File: src/rtl/pixel_colorizer.sv
// ---------------------------------------------------------------------------
// pixel_colorizer
//   Turns the per-pixel shape-selector result {black, id, multiple} into the
//   RGB value for the VGA output stage. Shape colours come from a writable
//   palette; pixels covered by more than one shape get a highlight colour.
//   Fixed 2-cycle latency for rgb and all sync sideband, no backpressure.
//
// Optional feature (macro OVERLAP_BLINK_EN):
//   When defined, overlap pixels blink between OVERLAP_COLOR and the
//   palette colour of their id, with a half-period of BLINK_DIV clocks.
//   When undefined, overlap pixels are always OVERLAP_COLOR.
//
// Ports:
//   clk, rst                 pixel clock, async active-high reset
//   in_valid/in_black/in_id/in_multiple   selector result for this pixel
//   in_hsync/in_vsync/in_de  sync sideband, delayed with the pixel
//   pal_we/pal_addr/pal_data palette write port (out-of-range addr ignored)
//   out_valid/out_rgb        pixel colour, 2 cycles after input
//   out_hsync/out_vsync/out_de  sideband, 2 cycles after input
// ---------------------------------------------------------------------------
`ifndef INT_BITS
`define INT_BITS 4
`endif

module pixel_colorizer #(
    parameter int unsigned        MAXSHP        = 16,
    parameter int unsigned        COLOR_W       = 12,
    parameter logic [COLOR_W-1:0] OVERLAP_COLOR = 12'hF00,
    parameter logic [COLOR_W-1:0] BG_COLOR      = 12'h000,
    parameter int unsigned        BLINK_DIV     = 25_000_000
) (
    input  logic                        clk,
    input  logic                        rst,
    input  logic                        in_valid,
    input  logic                        in_black,
    input  logic [`INT_BITS-1:0]        in_id,
    input  logic                        in_multiple,
    input  logic                        in_hsync,
    input  logic                        in_vsync,
    input  logic                        in_de,
    input  logic                        pal_we,
    input  logic [$clog2(MAXSHP)-1:0]   pal_addr,
    input  logic [COLOR_W-1:0]          pal_data,
    output logic                        out_valid,
    output logic [COLOR_W-1:0]          out_rgb,
    output logic                        out_hsync,
    output logic                        out_vsync,
    output logic                        out_de
);

    localparam int unsigned AW = $clog2(MAXSHP);
    localparam int unsigned IW = `INT_BITS;

    if (BLINK_DIV < 1) begin : g_bad_div
        $error("pixel_colorizer: BLINK_DIV must be at least 1");
    end

    // Range checks only exist when the index width can exceed the palette.
    logic addr_ok;
    logic id_ok;

    if ((1 << AW) > MAXSHP) begin : g_addr_chk
        assign addr_ok = (32'(pal_addr) < MAXSHP);
    end else begin : g_addr_full
        assign addr_ok = 1'b1;
    end

    if ((1 << IW) > MAXSHP) begin : g_id_chk
        assign id_ok = (32'(in_id) < MAXSHP);
    end else begin : g_id_full
        assign id_ok = 1'b1;
    end

    logic [AW-1:0] rd_idx;
    assign rd_idx = AW'(in_id);

    // Palette: registered write, so a read on the write edge sees old data.
    logic [COLOR_W-1:0] pal [MAXSHP];

    always_ff @(posedge clk or posedge rst) begin
        if (rst) begin
            for (int unsigned i = 0; i < MAXSHP; i++) begin
                pal[i] <= '1;
            end
        end else if (pal_we && addr_ok) begin
            pal[pal_addr] <= pal_data;
        end
    end

    // Stage 1
    logic               v1, b1, m1, hs1, vs1, de1;
    logic [COLOR_W-1:0] col1;

    always_ff @(posedge clk or posedge rst) begin
        if (rst) begin
            v1   <= 1'b0;
            b1   <= 1'b0;
            m1   <= 1'b0;
            hs1  <= 1'b0;
            vs1  <= 1'b0;
            de1  <= 1'b0;
            col1 <= '0;
        end else begin
            v1   <= in_valid;
            b1   <= in_black;
            m1   <= in_multiple;
            hs1  <= in_hsync;
            vs1  <= in_vsync;
            de1  <= in_de;
            col1 <= id_ok ? pal[rd_idx] : BG_COLOR;
        end
    end

    // Overlap blink phase
    logic ovl_phase;

`ifdef OVERLAP_BLINK_EN
    localparam int unsigned CW = (BLINK_DIV > 1) ? $clog2(BLINK_DIV) : 1;
    logic [CW-1:0] blink_cnt;

    always_ff @(posedge clk or posedge rst) begin
        if (rst) begin
            blink_cnt <= '0;
            ovl_phase <= 1'b0;
        end else if (blink_cnt == CW'(BLINK_DIV - 1)) begin
            blink_cnt <= '0;
            ovl_phase <= ~ovl_phase;
        end else begin
            blink_cnt <= blink_cnt + 1'b1;
        end
    end
`else
    assign ovl_phase = 1'b0;
`endif

    // Stage 2: black wins over multiple; bubbles and blanking give 0.
    logic [COLOR_W-1:0] rgb_next;

    always_comb begin
        rgb_next = '0;
        if (v1 && de1) begin
            if (b1) begin
                rgb_next = BG_COLOR;
            end else if (m1 && !ovl_phase) begin
                rgb_next = OVERLAP_COLOR;
            end else begin
                rgb_next = col1;
            end
        end
    end

    always_ff @(posedge clk or posedge rst) begin
        if (rst) begin
            out_valid <= 1'b0;
            out_rgb   <= '0;
            out_hsync <= 1'b0;
            out_vsync <= 1'b0;
            out_de    <= 1'b0;
        end else begin
            out_valid <= v1;
            out_rgb   <= rgb_next;
            out_hsync <= hs1;
            out_vsync <= vs1;
            out_de    <= de1;
        end
    end

endmodule
File: config.mk
export PLATFORM = sky130hd
export DESIGN_NAME = pixel_colorizer
export DESIGN_NICKNAME = d
export VERILOG_FILES = /design/src/rtl/pixel_colorizer.sv
export SDC_FILE = /design/constraint.sdc
export NUM_CORES = 1
export LEC_CHECK = 0
export ABC_AREA = 1
export CAP_MARGIN = 20
export CORE_MARGIN = 4
export CORE_UTILIZATION = 50
export DETAILED_ROUTE_END_ITERATION = 10
export PLACE_DENSITY = 0.7
export SETUP_SLACK_MARGIN = 0.05
export SYNTH_ARGS = -nofsm -noshare
export SYNTH_HDL_FRONTEND = slang
export SYNTH_SLANG_ARGS = --single-unit
File: constraint.sdc
create_clock -name clk -period 9.1 [get_ports clk]
set_clock_uncertainty 0.2 [all_clocks]
set_input_delay 2.73 -clock clk [delete_from_list [all_inputs] [get_ports clk]]
set_output_delay 2.73 -clock clk [all_outputs]
set_load 0.005 [all_outputs]
* Yosys cells after proc, flatten, opt, wreduce, memory -nomap -nowiden *
Index checks and enable logic that the tools add are counted.

word-level totals
  register bits = 226
  input port bits = 29
  output and inout bits = 16
  word-level logic and storage cells = 44

operators by class
  $lt $le $gt $ge = 3
  multiplexer cells = 9
  bitwise logic cells = 2
  reduce and logical (&&, ||, !) cells = 2

operators by type and width
  cell                  number
  $bwmux W192           1
  $mux W12              6
  $bmux W12 S4          1
  $demux W12 S4         1
  $ge A5 B5 Y1 const B  2
  $not A4 Y5            2
  $lt A5 B1 Y1 const B  1
  $logic_and A1 B1 Y1   2

* Logic depth before layout (Yosys ltp) *
Gate-level depths: netlist (run 1).

  depth in word-level cells = 6
  mapped depth = 9
  depth with buffers taken out = 7

* Worst setup path before layout (run 1) *
No wires, ideal clock.

  path type = input -> register
  start point = in in_id[0]
  end point = reg col1[1]
  library setup time = 0.118 ns
  arrival time = 3.650 ns
  required time = 8.782 ns
  path slack = 5.132 ns
  cell stages on the path = 8
  path buffers = 3
  path through = buf_2 > buf_2 > clkbuf_1 > nand2_1 > nand3_1 > nand3_1 > nand3_1 > nand2_1

between the ends
  word-level cells in the longest chain between the ends = 4

RTL lines
  element                                       RTL line  RTL
  start, declared                               36        input logic [`INT_BITS-1:0] in_id,
  $not A4 Y5 (implied by the code)              110       col1 <= id_ok ? pal[rd_idx] : BG_COLOR;
  $bmux W12 S4                                  110
  $mux W12 (implied by the code) (2 in series)  110
  end signal, assigned                          110
  end, declared                                 92        logic [COLOR_W-1:0] col1;

No other way between the ends. The select of a mux whose other input is x is not followed.
A chain may end at the register's enable or synchronous reset.

==> results of run 1 <==
==> synthesized netlist by cell type <==
library cell | count | share of area
buf_1 | 7 | 0.0025
buf_2 | 16 | 0.0077
buf_4 | 1 | 0.00072
clkbuf_1 | 60 | 0.022
clkinv_1 | 1 | 0.00036
dfrtp_1 | 34 | 0.081
dfstp_2 | 192 | 0.48
inv_1 | 174 | 0.062
nand2_1 | 445 | 0.16
nand3_1 | 157 | 0.075
nor2_1 | 14 | 0.0050
nor3_2 | 3 | 0.0029
nor3b_1 | 8 | 0.0057
o21ai_0 | 192 | 0.092
or2_2 | 1 | 0.00060
==> critical path: stages <==
cell,delay (ps)
clkdlybuf4s50_1,680
inv_1,120
nor3_2,260
nand3_1,650
o21ai_0,440
==> final cells by class <==
class	instances	area, um^2
clock buffers	35	723
clock inverters	9	76.3
fillers	1872	8650
inverters	175	664
multi-input cells	820	3570
flip-flops and latches	226	5900
well taps	270	338
repair buffers	55	515
==> routing by layer <==
layer	global-route usage	share of wire	up-vias
met4	0.0539	0.019	0
met3	0.0395	0.058	32
met2	0.350	0.47	221
met5	0	0	-
li1	-	-	4048
met1	0.305	0.45	3964
==> power by group through the flow <==
| stage | combinational, mW | sequential [mW] | clock, mW |
|---|---|---|---|
| floorplan | 0.321 | 1.40 | 0 |
| CTS | 0.419 | 1.42 | 0.994 |
| global route | 0.491 | 1.44 | 1.04 |
| finish | 0.416 | 1.42 | 0.976 |
| detailed placement | 0.416 | 1.43 | 0 |
| global placement | 0.403 | 1.42 | 0 |
==> state kept, by name, indices dropped and copies added (netlist names) <==
signal and cells:
out_valid 1, pal 192, hs1 1, out_de 1
out_hsync 1, col1 12, b1 1, out_vsync 1
out_rgb 12, de1 1, vs1 1, m1 1
v1 1
==> metrics by stage <==
stage,std cells,hold slack [ps],area [um^2],util
detailed placement,1546,141,11000,0.537
global route,1590,164,11800,0.577
global placement,1546,134,11000,0.537
finish,1590,151,11800,0.577
floorplan,1305,131,10500,-
CTS,1590,154,11800,0.577
==> worst paths after layout <==
check | slack, ps | end | startpoint
min reg2reg | 150 | out_vsync | vs1
min in group asynchronous | 2570 | col1[11] | rst
max | 4410 | pal[49] | pal_we
min | 150 | out_vsync | vs1
max in group asynchronous | 4910 | out_valid | rst
max reg2reg | 7670 | col1[10] | pal[58]
==> kinds of logic after synthesis <==
group                  count (synthesis)  synth area share
AO/OA/AOI/OAI                        192            0.0919
flip-flops                           226             0.564
AND/OR/NAND/NOR                      628             0.249
buffers and inverters                259            0.0952
==> impl_metrics.csv, run 1 <==
group,metric,value,unit
power,p_comb_frac,0.148,
place,port_buffers,44,
timing,fin_crit,4690,ps
clocking,clk_latency,510,ps
drt,first_pass_iters,5,
power,seq_power_share,0.504,
floorplanning,row_count,52,
finish,drive_gt1_frac,0.190,
drt,vias,8265,
drt,drc,0,
power,p_leak,5.42,nW
timing,fmax,213,MHz
power,ir_drop,119,uV
clocking,htreeDepth,1,
clocking,cts_buffers,25,
drt,drt_iter0_drc,612,
yosys,postSynthAreaPerCell,8.01,um^2
yosys,netlist_area,0.0105,mm^2
power,sw_frac_of_total,0.265,
worst_hold_path,whs_path_depth,0,
clocking,cts_resized,0,
clocking,cts_max_path_buffers,3,
timing,maxSlewViolCount,0,
global_route,globalRouteOverflowTotal,0,
drt,wl,25400,um
timing,hold_violations,0,
power,fin_total_pwr,2.81,mW
timing,worst_slew_margin_rel,0.250,
place,pre_cts_ws,3930,ps
timing,post-route-period-util,0.515,
timing,worst_slack,4410,ps
yosys,ys_ff_latch,226,
drt,viasPerCell,5.20,
yosys,yosysSeqAreaShare,0.564,
floorplanning,core-area,0.0204,mm^2
place,gp_congestion,0.785,
timing,worstMarginPinSlew,1120,ps
worst_setup_path,path_max_fanout,24,
clocking,postCtsHoldBufs,0,
worst_setup_path,path_class,"input port to register",
floorplanning,ios,45,
timing,tns,0,ps
finish,final_cell_mix,"445 x nand2_1, 192 x o21ai_0, 192 x dfstp_2",
floorplanning,die_h,153,um
worst_setup_path,worst_ep_arrival_time,4900,ps
clocking,cts_tree,"yes",
power,powerDensity,239,mW/mm^2
finish,final_common_cell,"nand2_1",
global_route,grtUsageTotal,0.216,
worst_setup_path,end_kind,"register",
global_route,grt_pass1_wl,41500,um
finish,antenna_cells,0,
global_route,grt_pass1_vias,7862,
drt,avgRoutedWirePerCell,16.0,um
clocking,clockRootBuffer,"clkbuf_16",
yosys,ys_types,15,
floorplanning,start_util,0.512,
status,status,"completed",
place,post-dp-hpwl,14900,um
run,max_cap_viol_count,0,
timing,rsz0062_at_grt,"no",
worst_setup_path,worst_setup_path_start_kind,"input port",
finish,area_growth,12.6,%
power,clkPwrFrac,0.347,
worst_setup_path,r2r_cells,6,
worst_hold_path,hold_path_class,"register to register",
clocking,clk_pin_slew_worst_paths,60,ps
global_route,antenna_found_initial,0,
yosys,ys.warnings.count,0,
power,p_switching,0.745,mW
timing,finalSetupViolations,0,
global_route,grt_max_degree,97,
floorplanning,dieWidth,153,um
yosys,synth_nets,1334,
worst_setup_path,cp.required,9310,ps
finish,nets,1332,
power,p_int,2.07,mW
floorplanning,dieArea,0.0233,mm^2
yosys,postSynthCellCount,1305,
clocking,post_cts_buffers,0,
clocking,cts.sink_count,226,
drt,ant_nets,0,
Power figures use the tool's default switching activity.
==> inputs of run 2 (changes only) <==
- PLACE_DENSITY: 0.7 -> 0.68
- clock period: 9.1 -> 4.43 ns (I/O delays scaled with it)
==> run 2 against run 1 <==
  * Clock-buffer cell count is 1 lower
  * First-iteration DRC count is 11% higher
  * Power up 110%
  * Flip-flop and latch count unchanged
  * Die area unchanged
  * Register-to-register slack got worse by 4600 ps
  * Critical path depth did not move
  * Cell count increased by 0.82%
  * Via count rose by 0.70%
  * Global-route usage increased by 0.81 points
==> impl_metrics.csv, run 2 (synthesis gave the netlist of run 1 again) <==
group,metric,value,unit
status,status,"completed",
worst_setup_path,r2r-start,"pal[67]",
clocking,cts.sink_count,226,
finish,final_common_cell,"nand2_1",
clocking,clk_pin_slew_worst_paths,60,ps
floorplanning,ios,45,
timing,finalSetupViolations,0,
drt,avgRoutedWirePerCell,16.1,um
finish,drive_gt1_frac,0.198,
finish,fin_area,0.0120,mm^2
clocking,cts_tree,"yes",
global_route,grt_pass1_vias,7976,
floorplanning,core-area,0.0204,mm^2
global_route,grt_pass1_wl,43100,um
place,dp_cells,1558,
timing,worst_slew_margin_rel,0.416,
floorplanning,row_count,52,
clocking,clk_latency,520,ps
run,max_cap_viol_count,0,
timing,hold_violations,0,
finish,instances_no_fill,1603,
drt,wl,25900,um
worst_setup_path,end_kind,"register",
worst_setup_path,path_max_fanout,24,
clocking,cts_resized,0,
drt,first_pass_iters,6,
place,post-dp-hpwl,15900,um
finish,nets,1344,
timing,worst_slack,1280,ps
worst_setup_path,worst_ep_arrival_time,3360,ps
worst_setup_path,path_class,"input port to register",
finish,antenna_cells,0,
floorplanning,dieWidth,153,um
power,fin_total_pwr,5.91,mW
power,powerDensity,491,mW/mm^2
global_route,grt_max_degree,97,
place,pre_cts_ws,788,ps
worst_setup_path,worst_setup_path_start_kind,"input port",
drt,drt_iter0_drc,677,
timing,fmax,317,MHz
finish,area_growth,14.9,%
place,place_area,0.0112,mm^2
timing,tns,0,ps
timing,worstMarginPinSlew,874,ps
floorplanning,die_h,153,um
drt,ant_nets,0,
finish,fillers,1884,
place,port_buffers,44,
drt,viasPerCell,5.19,
floorplanning,start_util,0.512,
clocking,cts_max_path_buffers,3,
worst_setup_path,cp.required,4640,ps
global_route,antenna_found_initial,0,
floorplanning,dieArea,0.0233,mm^2
timing,fin_crit,3150,ps
timing,rsz0062_at_grt,"no",
timing,maxSlewViolCount,0,
global_route,globalRouteOverflowTotal,0,
power,ir_drop,213,uV
worst_hold_path,hold_start,"vs1",
drt,vias,8323,
clocking,post_cts_buffers,0,
power,p_leak,5.52,nW
clocking,clockRootBuffer,"clkbuf_16",
worst_hold_path,hold_path_class,"register to register",
clocking,postCtsHoldBufs,0,
finish,top_register,"pal",
finish,largest_reg_flops,192,
drt,drc,0,
global_route,grtUsageTotal,0.225,
clocking,htreeDepth,1,
worst_setup_path,startpoint,"pal_addr[1]",
timing,post-route-period-util,0.711,
finish,final_cell_mix,"445 x nand2_1, 192 x o21ai_0, 192 x dfstp_2",
finish,reg_top3,"pal x192, col1 x12, out_rgb x12",
place,gp_congestion,0.829,
clocking,cts_buffers,25,
-- run 2: changes by cell type in the layout (fill, tap and decap cells not counted) --
cell	delta
bufinv_16	+2
buf_4	+4
buf_12	+8
clkinv_2	-1
inv_8	-1
inv_6	+1
clkbuf_8	-1
clkinvlp_4	+1
-- run 2: power breakdown --
| group | leakage [nW] | switching [mW] | total, mW | internal [mW] |
|---|---|---|---|---|
| sequential | 2.44 | 0.180 | 2.91 | 2.73 |
| combinational | 2.67 | 0.544 | 0.881 | 0.337 |
| clock | 0.419 | 0.820 | 2.12 | 1.30 |
-- run 2: final timing paths --
| path | end | slack (ps) | cells past startpoint |
|---|---|---|---|
| setup / recovery | pal[166] | 1280 | 5 |
| hold / removal | out_vsync | 150 | 0 |
| setup reg to reg | col1[7] | 3040 | 6 |
| hold reg to reg | out_vsync | 150 | 0 |
| max in group asynchronous | pal[57] | 2140 | 3 |
| min in group asynchronous | pal[7] | 1490 | 2 |
-- run 2: metal layers --
| layer | up-vias | GRT usage | wire, um |
|---|---|---|---|
| met5 | - | 0 | 0 |
| met4 | 0 | 0.0484 | 419 |
| met3 | 38 | 0.0310 | 1490 |
| met2 | 246 | 0.361 | 11900 |
| met1 | 3966 | 0.328 | 12000 |
| li1 | 4073 | - | - |
-- run 2: per-stage QoR --
stage / utilization / hold slack [ps]
floorplan: - / 131
global placement: 0.547 / 135
detailed placement: 0.547 / 139
CTS: 0.588 / 152
global route: 0.588 / 150
finish: 0.588 / 147
-- run 2: final cells by class --
type	instances	area, um^2	share of cell area
Clock buffer	34	709	0.0590
Clock inverter	11	140	0.0117
Inverter	175	661	0.0550
Multi-Input combinational cell	820	3570	0.297
Sequential cell	226	5900	0.491
Tap cell	270	338	0.0281
Timing Repair Buffer	67	706	0.0587
-- run 2: worst max-delay path, stage by stage --
cell and delay, ps:
clkdlybuf4s50_1 590, inv_1 120, nor2_1 220, nand3_1 660, o21ai_0 430
